File: src/rtl/eth_pkg.sv
// ---------------------------------------------------------------------------
// eth_pkg
// Shared Ethernet constants for the receive FCS checker and the transmit-side
// FCS generator.
//   CRC32_POLY_REFL : reflected CRC-32 polynomial (LSB-first processing)
//   CRC32_INIT      : CRC register value at the start of every frame
//   CRC32_RESIDUE   : register value after a frame whose FCS is correct
//   ETH_MIN_FRAME   : minimum legal frame length in bytes, FCS included
//   ETH_MAX_FRAME   : maximum legal untagged frame length, FCS included
// ---------------------------------------------------------------------------
package eth_pkg;

    localparam logic [31:0] CRC32_POLY_REFL = 32'hEDB88320;
    localparam logic [31:0] CRC32_INIT      = 32'hFFFFFFFF;
    localparam logic [31:0] CRC32_RESIDUE   = 32'hDEBB20E3;

    localparam int ETH_MIN_FRAME = 64;
    localparam int ETH_MAX_FRAME = 1518;

    // Number of trailing FCS bytes held back by the delay line.
    localparam int FCS_BYTES = 4;

    // Saturation value of the 16-bit frame length counter.
    localparam logic [15:0] LEN_SAT = 16'hFFFF;

endpackage

File: src/rtl/eth_crc32_byte.sv
// ---------------------------------------------------------------------------
// eth_crc32_byte
// Purely combinational one-byte step of the reflected Ethernet CRC-32.
// The byte is consumed LSB first, so no bit reversal is needed anywhere.
// Ports:
//   crc_in  [31:0] : current CRC register value
//   data    [7:0]  : byte to fold into the CRC
//   crc_out [31:0] : CRC register value after the byte
// ---------------------------------------------------------------------------
module eth_crc32_byte
    import eth_pkg::*;
(
    input  logic [31:0] crc_in,
    input  logic [7:0]  data,
    output logic [31:0] crc_out
);

    logic [31:0] w_crc;

    always_comb begin
        w_crc = crc_in ^ {24'h000000, data};
        for (int i = 0; i < 8; i++) begin
            if (w_crc[0]) begin
                w_crc = (w_crc >> 1) ^ CRC32_POLY_REFL;
            end else begin
                w_crc = w_crc >> 1;
            end
        end
        crc_out = w_crc;
    end

endmodule

File: config.mk
export PLATFORM = sky130hd
export DESIGN_NAME = eth_crc32_byte
export DESIGN_NICKNAME = d
export VERILOG_FILES = /design/src/rtl/eth_pkg.sv /design/src/rtl/eth_crc32_byte.sv
export SDC_FILE = /design/constraint.sdc
export NUM_CORES = 1
export LEC_CHECK = 0
export CORE_MARGIN = 3
export CORE_UTILIZATION = 36
export DETAILED_ROUTE_END_ITERATION = 10
export PLACE_DENSITY = 0.85
export REMOVE_ABC_BUFFERS = 1
export SLEW_MARGIN = 5
export SYNTH_ARGS = -nofsm -noshare
export SYNTH_HDL_FRONTEND = slang
export SYNTH_SLANG_ARGS = --single-unit
File: constraint.sdc
create_clock -name vclk -period 4.15
set_clock_uncertainty 0.2 [all_clocks]
set_input_delay 1.245 -clock vclk [all_inputs]
set_output_delay 1.245 -clock vclk [all_outputs]
set_load 0.01 [all_outputs]
==> reports/results.tsv <==
stage	metric	value	unit
yosys	synth_cells	64	
power_and_ir_drop	power_density	363	nW/um^2
layout	insertedDiodeCount	0	
critical_path	crit_chain	dlygate4sd2_1 > xor2_2 > xnor3_2 > xnor3_1 > buf_2	
floorplanning	dieArea	3310	um^2
yosys	synthesis.area_per_instance	14.9	um^2
run	max_cap_viol_count	0	
power_and_ir_drop	power.combinational.fraction	100.0	%
critical_path	cp_slowest_cell	sky130_fd_sc_hd__xnor3_2	
place	final_gp_congestion	0.762	
global_routing	grt_max_degree	6	
power_and_ir_drop	proportion_of_power_drawn_by_flip_flops_and_latches	0	%
floorplanning	fp.dieW	57.5	um
power_and_ir_drop	total_switching_power	0.345	mW
route	drtIter0Drc	7	
place	port_buffers	72	
layout	post_layout_nonfiller_instances	230	
sta	fin_crit_sh	102	%
layout	design.seq.count	0	
sta	maxClockFrequency	236	MHz
power_and_ir_drop	p_leak	1.15	nW
run_status	violations	negative setup slack	
sta	timing.final.ws_setup	-0.0916	ns
place	dp_hpwl	2700	um
sta	rsz0062_at_grt	true	
layout	layout.cells.most_common_list	sky130_fd_sc_hd__buf_4 (51), sky130_fd_sc_hd__clkdlybuf4s50_1 (27), sky130_fd_sc_hd__xnor2_1 (20), sky130_fd_sc_hd__buf_2 (16), sky130_fd_sc_hd__buf_6 (15)	
global_routing	gr-usage-all-layers	25.2	%
sta	maxSlewHeadroom	82.4	%
layout	drive_above_1_share	58.5	%
floorplanning	num_rows	18	
place	detailedPlace.worstSlack	-0.695	ns
power_and_ir_drop	internal	0.458	mW
sta	setup_viol	6	
power_and_ir_drop	clkPwrFrac	0	%
layout	sequential_cell_area	0	um^2
critical_path	worstSetupStartpointType	input port	
route	wirelength	4960	um
global_routing	first_global_vias	1194	
floorplanning	floorplan.die.height	57.5	um
power_and_ir_drop	switching_share	43.0	%
yosys	ys_warn_count	0	
route	via_count	1066	
place	dp_cells	195	
critical_path	worst-setup-path-type	input port to output pin	
layout	finish.net_count	242	
critical_path	launching_element_of_the_worst_setup_path	crc_in[6]	
global_routing	grt_antenna_before_repair	0	
critical_path	critical_path.max_stage_delay	0.51	ns
hold_path	hold_path_class	input port to output pin	
critical_path	critPathRequiredTime	2.70	ns
yosys	cell_area_after_technology_mapping	955	um^2
critical_path	timing.critical_path.to_type	output pin	
power_and_ir_drop	power	0.803	mW
yosys	ys_seq_area_share	0	%
layout	layout.cells.most_common	sky130_fd_sc_hd__buf_4	
critical_path	crit_arrival	2.80	ns
sta	period_needed	4.24	ns
route	wl_per_instance	21.5	um
yosys	synth.lib_cells_used.distinct	9	
route	route.detailed.drc	0	
floorplanning	boundaryPins	72	
run_status	outcome	finished, violations left	
route	first_pass_iters	4	
layout	areaGrowthSynthToFinish	132	%
layout	nClkBuffers	0	
floorplanning	core_area	2500	um^2
route	detail-route-antenna-nets	0	
layout	fill_cells	117	
global_routing	grt_pass1_wl	6290	um
clock_tree	cts_hold_buffers	0	
floorplanning	initial_utilization	38.2	%
sta	timing_worst_slew_pin_value	0.264	ns
power_and_ir_drop	vdd.ir_drop.worst	0.327	mV
hold_path	timing.hold.worst.start	crc_in[14]	
sta	timing_hold_violations_final	0	
critical_path	crit_path_max_fanout	3	
sta	timing.final.max_slew_violations	0	
route	routed_via_density	4.63	
global_routing	gr-total-overflow	0	
## cell type report
class                      instances  area, um^2  area share, %
multi-input combinational         63        1070           48.4
tap                               30        37.5           1.70
timing repair buffer             136        1100           49.7
inverter                           1        3.75          0.170
## through the flow
step / util, % / hold WS [ns] / setup TNS [ns] / instance area (um^2)
after floorplan: - / 2.38 / 0 / 955
after global placement: 77.2 / 3.29 / -14.19 / 1930
after detailed placement: 77.2 / 3.30 / -15.77 / 1930
after CTS: 85.3 / 2.96 / -0.00609 / 2130
after global routing: 88.5 / 3.01 / -0.553 / 2210
final: 88.5 / 2.99 / -0.340 / 2210
## critical path, delay by kind of cell
family | cells | cell delay [ns]
xor+xnor | 3 | 1.11
buf+inv | 2 | 0.44
## logic make-up after synthesis
| kind of cell | Yosys count | share of synthesized area, % |
|---|---|---|
| xor+xnor | 63 | 99.6 |
| buf+inv | 1 | 0.393 |
## path summary, 6_finish.rpt
path                          end  cells after the start
worst max-delay path  crc_out[25]                      5
worst min-delay path   crc_out[6]                      3
## power groups by stage
stage	Combinational, mW	Clock, mW	Sequential (mW)
floorplan	0.348	0	0
global placement	0.713	0	0
detailed placement	0.734	0	0
CTS	0.719	0	0
global route	0.833	0	0
finish	0.803	0	0
## metal layers
| layer | vias to the layer above | global-route usage [%] | share of wire (%) | wire length [um] |
|---|---|---|---|---|
| li1 | 482 | - | - | - |
| met1 | 493 | 26.9 | 33 | 1650 |
| met2 | 74 | 49.2 | 55 | 2750 |
| met3 | 17 | 4.98 | 7.4 | 367 |
| met4 | 0 | 6.95 | 3.8 | 189 |
| met5 | - | 0 | 0 | 0 |
## cells in the mapped netlist
| cell type | n | area (um^2) |
|---|---|---|
| sky130_fd_sc_hd__xor3_1 | 6 | 143 |
| sky130_fd_sc_hd__xnor3_1 | 11 | 248 |
| sky130_fd_sc_hd__xor2_1 | 6 | 52.6 |
| sky130_fd_sc_hd__xor2_2 | 1 | 16.3 |
| sky130_fd_sc_hd__xnor2_1 | 26 | 228 |
| sky130_fd_sc_hd__xnor3_2 | 1 | 23.8 |
| sky130_fd_sc_hd__xnor2_2 | 8 | 130 |
| sky130_fd_sc_hd__inv_2 | 1 | 3.75 |
| sky130_fd_sc_hd__xnor2_4 | 4 | 110 |
## repair_timing
action                                  CTS  global route
buffers inserted                         22            13
gates resized for setup                 114            44
pin swaps                                24            17
endpoints found under the setup margin   32            22
(Power assumes the default switching activity.)
